`src/rtl/xbus_pkg.sv`:
```
// Shared types and encodings for the external byte-bus controller and its
// wait counter.
package xbus_pkg;

    typedef enum logic [2:0] {
        ST_IDLE,
        ST_SETUP,
        ST_ACTIVE,
        ST_HOLD,
        ST_TURN
    } xbus_state_t;

    localparam logic DIR_A2B   = 1'b1;
    localparam logic DIR_B2A   = 1'b0;
    localparam logic SIZE_BYTE = 1'b0;
    localparam logic SIZE_WORD = 1'b1;

    // Wide enough for the largest ACTIVE extension (15) and TURN length (7).
    localparam int CTR_W = 4;

endpackage

```
`src/rtl/xbus_wait_ctr.sv`:
```
// Loadable down-counter that times the ACTIVE and TURN phases; it saturates
// at zero so the controller can sit in a phase while zero stays asserted.
module xbus_wait_ctr
    import xbus_pkg::*;
(
    input  logic             clk,
    input  logic             rst,
    input  logic             load,
    input  logic [CTR_W-1:0] value,
    output logic             zero
);

    logic [CTR_W-1:0] count;

    always_ff @(posedge clk or posedge rst) begin
        if (rst) begin
            count <= '0;
        end else if (load) begin
            count <= value;
        end else if (count != '0) begin
            count <= count - 1'b1;
        end
    end

    assign zero = (count == '0);

endmodule

```
`src/rtl/xbus_ctrl.sv`:
```
// Sequences CPU byte/word accesses onto an 8-bit external bus through one
// SN74LVC245 transceiver (A = local side, B = memory side).
module xbus_ctrl
    import xbus_pkg::*;
#(
    parameter int WAIT_CYCLES = 1,
    parameter int TURN_CYCLES = 1
) (
    input  logic        clk,
    input  logic        rst,
    input  logic        req,
    input  logic        we,
    input  logic        size,
    input  logic [15:0] addr,
    input  logic [15:0] wdata,
    output logic [15:0] rdata,
    output logic        ack,
    output logic        busy,
    output logic [15:0] ext_addr,
    output logic        ext_rd_n,
    output logic        ext_wr_n,
    input  logic        ext_wait,
    output logic        xcvr_dir,
    output logic        xcvr_oe_n,
    output logic [7:0]  xcvr_a_out,
    output logic        xcvr_a_drv,
    input  logic [7:0]  xcvr_a_in,
    output xbus_state_t dbg_state
);

    // Handshake: req is sampled only while busy is low; that edge accepts the
    // access. ack pulses for exactly one cycle when the last byte finishes.
    xbus_state_t      state, state_nx;
    logic             we_q, size_q, idx;
    logic [15:0]      wdata_q;
    logic             ctr_load, ctr_zero;
    logic [CTR_W-1:0] ctr_value;
    logic             accept, active_done, turn_done, last_byte;

    xbus_wait_ctr u_ctr (
        .clk   (clk),
        .rst   (rst),
        .load  (ctr_load),
        .value (ctr_value),
        .zero  (ctr_zero)
    );

    assign last_byte = (size_q == SIZE_BYTE) || idx;

    always_comb begin
        state_nx    = state;
        ctr_load    = 1'b0;
        ctr_value   = '0;
        accept      = 1'b0;
        active_done = 1'b0;
        turn_done   = 1'b0;
        unique case (state)
            ST_IDLE: begin
                if (req) begin
                    accept   = 1'b1;
                    state_nx = ST_SETUP;
                end
            end
            ST_SETUP: begin
                ctr_load  = 1'b1;
                ctr_value = CTR_W'(WAIT_CYCLES);
                state_nx  = ST_ACTIVE;
            end
            ST_ACTIVE: begin
                // ext_wait only matters once the programmed wait has run out.
                if (ctr_zero && !ext_wait) begin
                    active_done = 1'b1;
                    state_nx    = ST_HOLD;
                end
            end
            ST_HOLD: begin
                ctr_load  = 1'b1;
                ctr_value = CTR_W'(TURN_CYCLES - 1);
                state_nx  = ST_TURN;
            end
            ST_TURN: begin
                if (ctr_zero) begin
                    turn_done = 1'b1;
                    state_nx  = last_byte ? ST_IDLE : ST_SETUP;
                end
            end
            default: state_nx = ST_IDLE;
        endcase
    end

    always_ff @(posedge clk or posedge rst) begin
        if (rst) begin
            state    <= ST_IDLE;
            we_q     <= 1'b0;
            size_q   <= SIZE_BYTE;
            idx      <= 1'b0;
            wdata_q  <= '0;
            ext_addr <= '0;
            rdata    <= '0;
        end else begin
            state <= state_nx;
            if (accept) begin
                we_q     <= we;
                size_q   <= size;
                wdata_q  <= wdata;
                ext_addr <= addr;
                idx      <= 1'b0;
            end
            if (turn_done && !last_byte) begin
                idx      <= 1'b1;
                ext_addr <= ext_addr + 16'd1;
            end
            if (active_done && !we_q) begin
                if (idx) begin
                    rdata[15:8] <= xcvr_a_in;
                end else begin
                    rdata[7:0] <= xcvr_a_in;
                    if (size_q == SIZE_BYTE) rdata[15:8] <= '0;
                end
            end
        end
    end

    // DIR comes straight from the latched we, so it only moves on acceptance,
    // when OE is already high.
    assign xcvr_dir   = we_q ? DIR_A2B : DIR_B2A;
    assign xcvr_oe_n  = !((state == ST_ACTIVE) || (state == ST_HOLD));
    assign ext_rd_n   = !((state == ST_ACTIVE) && !we_q);
    assign ext_wr_n   = !((state == ST_ACTIVE) && we_q);
    assign xcvr_a_drv = we_q && ((state == ST_SETUP) || (state == ST_ACTIVE) || (state == ST_HOLD));
    assign xcvr_a_out = idx ? wdata_q[15:8] : wdata_q[7:0];
    assign busy       = (state != ST_IDLE);
    assign ack        = turn_done && last_byte;
    assign dbg_state  = state;

endmodule

```
`config.mk`:
```
export PLATFORM = sky130hd
export DESIGN_NAME = xbus_ctrl
export DESIGN_NICKNAME = d
export VERILOG_FILES = /design/src/rtl/xbus_pkg.sv /design/src/rtl/xbus_wait_ctr.sv /design/src/rtl/xbus_ctrl.sv
export SDC_FILE = /design/constraint.sdc
export NUM_CORES = 1
export LEC_CHECK = 0
export CELL_PAD_IN_SITES_DETAIL_PLACEMENT = 0
export CELL_PAD_IN_SITES_GLOBAL_PLACEMENT = 1
export CORE_MARGIN = 2
export CORE_UTILIZATION = 34
export DETAILED_ROUTE_END_ITERATION = 16
export PLACE_DENSITY_LB_ADDON = 0.3
export REMOVE_ABC_BUFFERS = 1
export SLEW_MARGIN = 20
export SYNTH_ARGS = -nofsm -noshare
export SYNTH_HDL_FRONTEND = slang
export SYNTH_SLANG_ARGS = --single-unit
```
`constraint.sdc`:
```
create_clock -name clk -period 2.7 [get_ports clk]
set_input_delay 0.405 -clock clk [delete_from_list [all_inputs] [get_ports clk]]
set_output_delay 0.405 -clock clk [all_outputs]
set_load 0.05 [all_outputs]
```
Yosys cells after proc, flatten, opt, wreduce, memory -nomap -nowiden
Cells that the tools add are included.
W data, S select, Z words.
{ "word_totals": {"reg_bits": 58, "input_bits": 46, "out_inout_bits": 50, "wordCells": 71} }
{ "op_classes": {"n_addsub": 2, "eq_ne": 8, "n_mux": 23, "bitwise_logic": 2, "n_reduce_logical": 27} }
{ "op_table": {"columns": ["cell", "count"], "rows": [
  ["$mux W16", 2],
  ["$mux W8", 3],
  ["$add A16 B1 Y16 const B", 1],
  ["$pmux W3 S5", 1],
  ["$mux W1", 12],
  ["$mux W3", 3],
  ["$mux W4", 2],
  ["$logic_and A1 B1 Y1", 7],
  ["$eq A3 B2 Y1 const B", 2],
  ["$logic_not A1 Y1", 6],
  ["$ne A2 B2 Y1 const B", 3],
  ["$logic_not A4 Y1", 1],
  ["$logic_or A1 B1 Y1", 4],
  ["$reduce_and A2 Y1", 2],
  ["$reduce_bool A2 Y1", 2],
  ["$reduce_bool A4 Y1", 1],
  ["$sub A4 B1 Y4 const B", 1],
  ["$eq A3 B1 Y1 const B", 1],
  ["$eq A3 B3 Y1 const B", 1],
  ["$logic_not A3 Y1", 1],
  ["$reduce_and A3 Y1", 1],
  ["$reduce_bool A3 Y1", 1],
  ["$ne A2 B1 Y1 const B", 1],
  ["$not A1 Y1", 2],
  ["$reduce_or A2 Y1", 1]
]} }

Longest topological paths before layout
Gate-level depths: netlist of run 1.
{ "depth": {"word_depth": 6, "ltp_mapped": 8, "ltp_nobuf": 6} }

By module
Synthesis of run 1 repeated with hierarchy kept, for this count alone.
{ "hier_totals": {"cells_unflattened": 289, "area_unflattened_um2": 2901.5} }
{ "by_module_without_submodules": {"columns": ["module", "instances", "cells_each", "area_per_inst_um2", "seq_area_each_um2"], "rows": [
  ["xbus_ctrl", 1, 266, 2665.1, 1351.3],
  ["xbus_wait_ctr", 1, 23, 236.5, 100.1]
]} }

Worst setup path after synthesis of run 1
OpenSTA, ideal clock, no wires.
{ "synth_timing": {"kind": "register to output", "from": "register u_ctr.count[0]", "to": "output port ack", "t_arrival_ns": 2.315, "required_ns": 2.295, "slack_ns": -0.020, "path_stages_with_launch": 6, "n_path_buf": 1, "path_cell_list": "dfrtp_1 -> inv_1 -> ha_1 -> or3b_2 -> clkbuf_1 -> nor3_1"} }
{ "synth_between": {"elab_chain_len": 4} }
{ "synth_rtl": {"columns": ["item", "line", "text"], "rows": [
  ["start: declaration", "xbus_wait_ctr.sv:13", "logic [CTR_W-1:0] count;"],
  ["start signal: assignment", "xbus_wait_ctr.sv:19", "count <= value;"],
  ["start signal: assignment", "xbus_wait_ctr.sv:21", "count <= count - 1'b1;"],
  ["$logic_not A4 Y1", "xbus_wait_ctr.sv:25", "assign zero = (count == '0);"],
  ["$mux W1", "xbus_ctrl.sv:82", "if (ctr_zero) begin"],
  ["$mux W1", "xbus_ctrl.sv:57", "unique case (state)"],
  ["$logic_and A1 B1 Y1", "xbus_ctrl.sv:133", "assign ack = turn_done && last_byte;"],
  ["end: declaration", "xbus_ctrl.sv:17", "output logic ack,"]
]} }
Every way passes these cells.

Final worst setup path of run 1
{ "layout_timing": {"from": "register idx", "to": "output port xcvr_a_out[5]"} }
{ "layout_between": {"elab_chain_len": 1} }
{ "layout_rtl": {"columns": ["item", "line", "text"], "rows": [
  ["start: declaration", "xbus_ctrl.sv:34", "logic we_q, size_q, idx;"],
  ["start signal: assignment", "xbus_ctrl.sv:96", "idx <= 1'b0;"],
  ["start signal: assignment", "xbus_ctrl.sv:107", "idx <= 1'b0;"],
  ["start signal: assignment", "xbus_ctrl.sv:110", "idx <= 1'b1;"],
  ["$mux W8", "xbus_ctrl.sv:131", "assign xcvr_a_out = idx ? wdata_q[15:8] : wdata_q[7:0];"],
  ["end: declaration", "xbus_ctrl.sv:25", "output logic [7:0] xcvr_a_out,"]
]} }
Every way passes these cells.

==> results.sh, run 1 <==
export IMPL_cts_hold_buffers=0
export IMPL_register_to_register_path_setup_slack_ps=490
export IMPL_worstReg2RegStart="dbg_state[0]$_DFFE_PP0P_"
export IMPL_first_pass_iters=4
export IMPL_globalplace_congestion=0.744
export IMPL_cts_sink_count=58
export IMPL_crit_slowest_cell="dfrtp_1"
export IMPL_timing_worst_slew_pin_value_ps=625
export IMPL_starting_density_of_the_core_pct=34.5
export IMPL_vias=2409
export IMPL_postSynthRegisterBits=58
export IMPL_post_cts_setup_buffer_count=0
export IMPL_skew_ps=10.0
export IMPL_clock_path_buffers=2
export IMPL_worst_endpoint_required_ps=2300
export IMPL_average_detailed_routed_wire_length_per_instance_um=14.9
export IMPL_slowest_delay_ps=740
export IMPL_maxClockFrequency_mhz=385
export IMPL_postRouteAntennaNets=0
export IMPL_cts_buffers_inserted=9
export IMPL_pwr_share_seq_pct=28.5
export IMPL_final_layout_size_suffix_gt1_share_pct=13.8
export IMPL_core_rowCount=33
export IMPL_crit_path_start_kind="flop"
export IMPL_rr_worst_depth=3
export IMPL_io_pins=96
export IMPL_globalRouteOverflowTotal=0
export IMPL_dieHeight_um=94.7
export IMPL_fill_cells=770
export IMPL_final_min_clock_period_ps=2600
export IMPL_worst_endpoint_arrival_ps=2190
export IMPL_wire_length_of_the_first_global_routing_pass_um=11800
export IMPL_type_of_the_setup_path_with_the_least_slack="reg2out"
export IMPL_iteration_0_drc_markers=106
export IMPL_crit_reg2reg_capture="rdata[0]$_DFFE_PP0P_"
export IMPL_grt_start_max_net_pins=35
export IMPL_synth_sequential_area_ratio_pct=51.9
export IMPL_cts_root_buf="clkbuf_8"
export IMPL_cts_tree="yes"
export IMPL_drt_drc_violations_left=0
export IMPL_pwr_share_clk_pct=19.9
export IMPL_critical_path_endpoint_type="primary output"
export IMPL_critPathMaxFanout=13
export IMPL_proportion_of_synthesized_flip_flops_having_asynchronous_set_or_reset_pct=100
export IMPL_worst_hold_slack_ps=457
export IMPL_fin_crit_sh_pct=96.1
export IMPL_switching_fraction_of_total_power_pct=45.0
export IMPL_count_of_warnings_emitted_by_yosys=0
export IMPL_layout_common_cells="clkdlybuf4s50_1 (91), nand2_1 (77), dfrtp_1 (57)"
export IMPL_final_common_cell="clkdlybuf4s50_1"
export IMPL_cp_cell_sequence="mux2_2, clkdlybuf4s50_1"
export IMPL_antenna_diode_count=0
export IMPL_insertion_delay_ps=330
export IMPL_power_per_cell_area_mw_per_mm2=1350
export IMPL_finalNetCount=428
export IMPL_critical_path_top_delay_family="flip-flops"
export IMPL_p_total_w=0.00567
export IMPL_total_switching_power_w=0.00255
export IMPL_final_hold_violation_count=0
export IMPL_internal_power_w=0.00312
export IMPL_detail_route_wirelength_um=7280
export IMPL_die_area_mm2=0.00896
export IMPL_place_port_buffers=95
export IMPL_area_growth_from_synthesis_to_layout_pct=50.2
export IMPL_setup_ws_ps=105
export IMPL_grt_setup_unrepaired="no"
export IMPL_outcome="completed"
export IMPL_drt_vias_per_instance=4.93
export IMPL_max_cap_viol_count=0
export IMPL_antenna_violations_before_repair=0
export IMPL_mappedNetlistArea_mm2=0.00280
export IMPL_slew_headroom_pct=58.3
export IMPL_p_leak_nw=1.82
export IMPL_share_comb_of_total_power_pct=51.6
export IMPL_ctsHtreeMaxLevel=3
export IMPL_resized_cells_post_cts=1
export IMPL_fin_tns_setup_ps=0
export IMPL_hpwlAfterDp_um=5240
export IMPL_dpl_worst_slack_ps=362
export IMPL_cts_clk_slew_worst_paths_ps=70
export IMPL_standard_cell_core_area_mm2=0.00809
export IMPL_path_buf_inv=1
export IMPL_finalMaxSlewViolations=0
export IMPL_postSynthCellCount=279
export IMPL_worst_hold_path_class="in2async"
export IMPL_syn_area_per_cell_um2=10.0
export IMPL_timing_critical_path_depth=2
export IMPL_global_route_usage_total_pct=17.0
export IMPL_crit_start="idx$_DFFE_PP0P_"
export IMPL_synth_ff_type="dfrtp_1"
export IMPL_max_vdd_ir_drop_mv=0.636
export IMPL_number_of_distinct_library_cell_variants_in_the_gate_level_netlist_after_synthesis=43
export IMPL_synth_edff_count=0
export IMPL_setup_viol=0
export IMPL_die_width_um=94.7
export IMPL_setup_worst_path_end="xcvr_a_out[5]"
export IMPL_via_count_of_the_first_global_routing_pass=2455
[worst min-delay path by stage]
| stage | startpoint | endpoint | slack [ps] | depth (start not counted) |
|---|---|---|---|---|
| detailed placement | wdata_q[1]$_DFFE_PP0P_ | wdata_q[1]$_DFFE_PP0P_ | 460 | 2 |
| global route | wdata_q[4]$_DFFE_PP0P_ | wdata_q[4]$_DFFE_PP0P_ | 490 | 2 |
| CTS | rst | dbg_state[1]$_DFFE_PP0P_ | 480 | 2 |
| finish | rst | dbg_state[0]$_DFFE_PP0P_ | 460 | 2 |
| floorplan | wdata_q[10]$_DFFE_PP0P_ | wdata_q[10]$_DFFE_PP0P_ | 440 | 2 |
| global placement | wdata_q[10]$_DFFE_PP0P_ | wdata_q[10]$_DFFE_PP0P_ | 460 | 2 |
[layout make-up]
| type | count | area, um^2 | share of cell area (%) |
|---|---|---|---|
| clock buffer | 12 | 165 | 3.93 |
| tap | 105 | 131 | 3.13 |
| sequential | 58 | 1450 | 34.6 |
| timing repair buffer | 104 | 1040 | 24.9 |
| multi-input combinational | 200 | 1260 | 30.1 |
| inverter | 6 | 22.5 | 0.536 |
| clock inverter | 4 | 120 | 2.86 |
[power by group through the flow]
stage | Sequential (W) | Clock, W | Combinational, W
floorplan | 0.00233 | 0 | 0.00119
global placement | 0.00162 | 0 | 0.00292
detailed placement | 0.00163 | 0 | 0.00296
CTS | 0.00162 | 0.00116 | 0.00296
global route | 0.00168 | 0.00120 | 0.00313
finish | 0.00162 | 0.00113 | 0.00292
[metal layers]
layer / part of all wire (%) / global-route usage [%]
met1: 44 / 20.4
met2: 48 / 29.2
met3: 6.6 / 5.35
met4: 0.81 / 5.19
met5: 0 / 0
[cells by family (layout without fill, tap and decap cells)]
group	after synthesis	in the layout	share of synthesized area (%)
multiplexers	16	16	6.45
adder cells (fa/ha/maj)	3	3	1.34
AO/OA/AOI/OAI	38	38	10.4
AND/OR/NAND/NOR	139	139	25.4
buffers and inverters	21	126	3.22
flip-flops	58	58	51.9
XOR/XNOR	4	4	1.25
[sequential cells by signal (all words and copies together), names as in the netlist]
register     cells
dbg_state        3
ext_addr        16
idx              1
rdata           16
size_q           1
u_ctr.count      4
wdata_q         16
we_q             1
[synth_stat cells (2+ instances only)]
library cell | n | area, um^2
nand2_1 | 77 | 289
dfrtp_1 | 58 | 1450
mux2_2 | 16 | 180
nand3_1 | 13 | 65.1
clkbuf_1 | 11 | 41.3
o211ai_1 | 9 | 67.6
a22o_1 | 8 | 70.1
nand4_1 | 7 | 43.8
inv_1 | 6 | 22.5
nor2_1 | 5 | 18.8
nor3_1 | 5 | 25.0
o311ai_0 | 5 | 43.8
nand2b_1 | 4 | 25.0
nor3b_1 | 4 | 30.0
o21ai_0 | 4 | 20.0
or3_1 | 4 | 25.0
xnor2_1 | 4 | 35.0
a22oi_1 | 3 | 22.5
and3_1 | 3 | 18.8
and4_1 | 3 | 26.3
ha_1 | 3 | 37.5
a21oi_1 | 2 | 10.0
buf_2 | 2 | 10.0
nor2b_1 | 2 | 12.5
or3b_2 | 2 | 17.5
or4b_2 | 2 | 20.0
[through the flow]
| stage | instance area [um^2] | util [%] | std cells |
|---|---|---|---|
| 2_1_floorplan | 2730 | - | 264 |
| 3_3_place_gp | 3910 | 48.3 | 473 |
| 3_5_place_dp | 3910 | 48.3 | 473 |
| 4_1_cts | 4190 | 51.8 | 489 |
| 5_1_grt | 4200 | 51.9 | 489 |
| 6_report | 4200 | 51.9 | 489 |
Power figures use the tool's default switching activity.
==> inputs of run 2 (changes only) <==
--- a/config.mk
+++ b/config.mk
@@ -5,10 +5,11 @@
 export SDC_FILE = /design/constraint.sdc
 export NUM_CORES = 1
 export LEC_CHECK = 0
+export ABC_AREA = 1
 export CELL_PAD_IN_SITES_DETAIL_PLACEMENT = 0
 export CELL_PAD_IN_SITES_GLOBAL_PLACEMENT = 1
 export CORE_MARGIN = 2
-export CORE_UTILIZATION = 34
+export CORE_UTILIZATION = 33
 export DETAILED_ROUTE_END_ITERATION = 16
 export PLACE_DENSITY_LB_ADDON = 0.3
 export REMOVE_ABC_BUFFERS = 1
==> constraint.sdc (replaced) <==
create_clock -name clk -period 2.5 [get_ports clk]
set_input_delay 0.375 -clock clk [delete_from_list [all_inputs] [get_ports clk]]
set_output_delay 0.375 -clock clk [all_outputs]
set_load 0.05 [all_outputs]
==> run 2 against run 1 <==
Non-clock buffer count decreased by 4. First-iteration DRC count increased by 4.7%. Via count up 19%. Combinational power grew 14%. Critical path depth grew 1. Critical endpoint is now xcvr_a_drv. Clock skew fell by 3.8 ps. Sequential power rose by 7%. Sequential share of layout area decreased by 1.0 points. Largest power group unchanged. Worst setup slack gained 67 ps.
==> results.sh, run 2 <==
export IMPL_outcome="completed"
export IMPL_finalNetCount=547
export IMPL_critical_path_top_delay_family="buffers and inverters"
export IMPL_standard_cell_core_area_mm2=0.00906
export IMPL_p_leak_nw=2.15
export IMPL_postSynthRegisterBits=58
export IMPL_die_area_mm2=0.00999
export IMPL_max_cap_viol_count=0
export IMPL_postSynthCellCount=397
export IMPL_syn_area_per_cell_um2=7.65
export IMPL_layoutNonFillerInstCount=614
export IMPL_global_route_usage_total_pct=16.6
export IMPL_fin_tns_setup_ps=0
export IMPL_timing_critical_path_depth=3
export IMPL_count_of_warnings_emitted_by_yosys=0
export IMPL_cts_hold_buffers=0
export IMPL_clock_path_buffers=2
export IMPL_vias=2876
export IMPL_fin_crit_sh_pct=93.1
export IMPL_pwr_share_clk_pct=17.5
export IMPL_slew_headroom_pct=66.0
export IMPL_worst_endpoint_arrival_ps=1950
export IMPL_internal_power_w=0.00307
export IMPL_final_common_cell="nand2_1"
export IMPL_proportion_of_synthesized_flip_flops_having_asynchronous_set_or_reset_pct=100
export IMPL_busiest_layer_in_global_routing="met2"
export IMPL_globalplace_congestion=0.883
export IMPL_final_min_clock_period_ps=2330
export IMPL_synth_largest_type_area_fraction_pct=47.8
export IMPL_hpwlAfterDp_um=5720
export IMPL_cts_clk_slew_worst_paths_ps=70
export IMPL_grtUsageMet3_pct=4.74
export IMPL_worst_hold_path_class="in2async"
export IMPL_dieHeight_um=99.9
export IMPL_rr_worst_depth=9
export IMPL_cts_root_buf="clkbuf_8"
export IMPL_drt_vias_per_instance=4.68
export IMPL_cts_sink_count=58
export IMPL_power_per_cell_area_mw_per_mm2=1420
export IMPL_timing_worst_slew_pin_value_ps=508
export IMPL_antenna_diode_count=0
export IMPL_first_pass_iters=4
export IMPL_insertion_delay_ps=330
export IMPL_starting_density_of_the_core_pct=33.5
export IMPL_critical_path_endpoint_type="primary output"
export IMPL_top_cells_by_area_in_the_synthesized_netlist="dfrtp_1 (48%), nand2_1 (23%), o21ai_0 (4.4%)"
export IMPL_synth_top_cells_by_count="nand2_1 (185), dfrtp_1 (58), inv_1 (32), o21ai_0 (27), nand3_1 (21)"
export IMPL_grt_setup_unrepaired="no"
export IMPL_pwr_share_seq_pct=28.3
export IMPL_place_port_buffers=95
export IMPL_postRouteAntennaNets=0
export IMPL_max_vdd_ir_drop_mv=0.621
export IMPL_layout_common_cells="nand2_1 (185), clkdlybuf4s50_1 (86), dfrtp_1 (58)"
export IMPL_skew_ps=6.20
export IMPL_type_of_the_setup_path_with_the_least_slack="reg2out"
export IMPL_crit_slowest_cell="clkdlybuf4s50_1"
export IMPL_final_hold_violation_count=0
export IMPL_iteration_0_drc_markers=111
export IMPL_cts_tree="yes"
export IMPL_wire_length_of_the_first_global_routing_pass_um=13200
export IMPL_synth_edff_count=0
export IMPL_ctsHtreeMaxLevel=3
export IMPL_yosys_cell_count_top_type="nand2_1"
export IMPL_worst_hold_slack_ps=374
export IMPL_finalMaxSlewViolations=0
export IMPL_cts_buffers_inserted=9
export IMPL_antenna_violations_before_repair=0
export IMPL_maxClockFrequency_mhz=429
export IMPL_die_width_um=99.9
export IMPL_resized_cells_post_cts=0
export IMPL_via_count_of_the_first_global_routing_pass=2750
export IMPL_critPathMaxFanout=7
export IMPL_final_layout_size_suffix_gt1_share_pct=9.54
export IMPL_switching_fraction_of_total_power_pct=49.8
export IMPL_io_pins=96
export IMPL_fill_cells=898
export IMPL_total_switching_power_w=0.00305
export IMPL_worst_endpoint_required_ps=2120
export IMPL_globalRouteOverflowTotal=0
export IMPL_cp_cell_sequence="nor2_2, nor3_1, clkdlybuf4s50_1"
export IMPL_crit_path_start_kind="flop"
export IMPL_globalRouteMet2Util_pct=27.1
export IMPL_synth_ff_type="dfrtp_1"
export IMPL_grt_start_max_net_pins=26
export IMPL_slowest_delay_ps=830
export IMPL_synth_top_area_cell="dfrtp_1"
export IMPL_share_comb_of_total_power_pct=54.3
export IMPL_average_detailed_routed_wire_length_per_instance_um=12.9
export IMPL_path_buf_inv=1
export IMPL_number_of_distinct_library_cell_variants_in_the_gate_level_netlist_after_synthesis=33
export IMPL_post_cts_setup_buffer_count=0
export IMPL_detail_route_wirelength_um=7940
export IMPL_grtUsageMet1_pct=21.5
export IMPL_dp_cells=598
export IMPL_synth_sequential_area_ratio_pct=47.8
export IMPL_mappedNetlistArea_mm2=0.00304
export IMPL_setup_viol=0
export IMPL_top_regs="ext_addr (16), rdata (16), wdata_q (16)"
export IMPL_area_growth_from_synthesis_to_layout_pct=42.3
export IMPL_core_rowCount=35
export IMPL_drt_drc_violations_left=0
==> run 2: changes by cell type after synthesis, sizes merged, moves of 5 or more <==
| cell | previous run | this run |
|---|---|---|
| o211ai | 9 | 2 |
| o311ai | 5 | 0 |
| inv | 6 | 35 |
| clkbuf | 12 | 2 |
| xor2 | 0 | 7 |
| nand2 | 77 | 186 |
| nand3 | 13 | 26 |
| mux2 | 16 | 0 |
| nor2 | 5 | 23 |
| buf | 3 | 8 |
| a22o | 8 | 0 |
| o21ai | 4 | 31 |
==> run 2: power by group through the flow <==
stage / Combinational [W] / Sequential (W) / Clock [W]
after floorplan: 0.00145 / 0.00250 / 0
final: 0.00332 / 0.00173 / 0.00107
after global routing: 0.00359 / 0.00179 / 0.00114
after detailed placement: 0.00334 / 0.00174 / 0
after global placement: 0.00329 / 0.00174 / 0
after CTS: 0.00335 / 0.00173 / 0.00110
==> run 2: cell type report <==
| class | count | area [um^2] | share of cell area (%) |
|---|---|---|---|
| tap | 111 | 139 | 3.21 |
| timing repair buffer | 100 | 978 | 22.6 |
| sequential | 58 | 1450 | 33.6 |
| multi-input combinational | 292 | 1380 | 31.8 |
| inverter | 37 | 140 | 3.24 |
| clock inverter | 7 | 116 | 2.69 |
| clock buffer | 9 | 124 | 2.86 |
==> run 2: path summary, 6_finish.rpt <==
check	startpoint	slack, ps	end
min	rst	370	ext_addr[13]$_DFFE_PP0P_
min in group clk	wdata_q[14]$_DFFE_PP0P_	480	wdata_q[14]$_DFFE_PP0P_
max reg2reg	u_ctr.count[0]$_DFFE_PP0P_	550	ext_addr[3]$_DFFE_PP0P_
min reg2reg	wdata_q[14]$_DFFE_PP0P_	480	wdata_q[14]$_DFFE_PP0P_
max in group asynchronous	rst	1420	wdata_q[7]$_DFFE_PP0P_
max	dbg_state[0]$_DFFE_PP0P_	170	xcvr_a_drv
==> run 2: per-stage QoR <==
step	power [W]	utilization (%)	instance area, um^2	setup WS (ps)
after global placement	0.00504	45.1	4080	571
after global routing	0.00652	47.7	4320	3.56
after floorplan	0.00395	-	2970	155
after CTS	0.00618	47.7	4320	142
after detailed placement	0.00508	45.1	4080	528
final	0.00612	47.7	4320	171
==> run 2: metal layers <==
metal	share of wire, %	routed length (um)	up-vias
met2	47	3770	76
met3	4.6	366	11
li1	-	-	1446
met5	0	0	-
met1	46	3690	1343
met4	1.4	113	0
==> run 2: cells by family after synthesis <==
| group | count (synthesis) | share of synthesized area [%] |
|---|---|---|
| simple gates | 242 | 34.9 |
| xor+xnor | 8 | 2.31 |
| compound gates | 39 | 6.80 |
| flops | 58 | 47.8 |
| fa+ha+maj | 3 | 1.24 |
| buf+inv | 47 | 6.96 |
==> run 2: worst reg2reg max path, stage by stage (launching register included) <==
cell and delay, ps:
dfrtp_1 380, inv_1 130, ha_1 190, nand2_1 60
nor2_1 280, nand3_4 260, clkinv_2 250, nor2_4 120
inv_1 90, o21ai_0 70
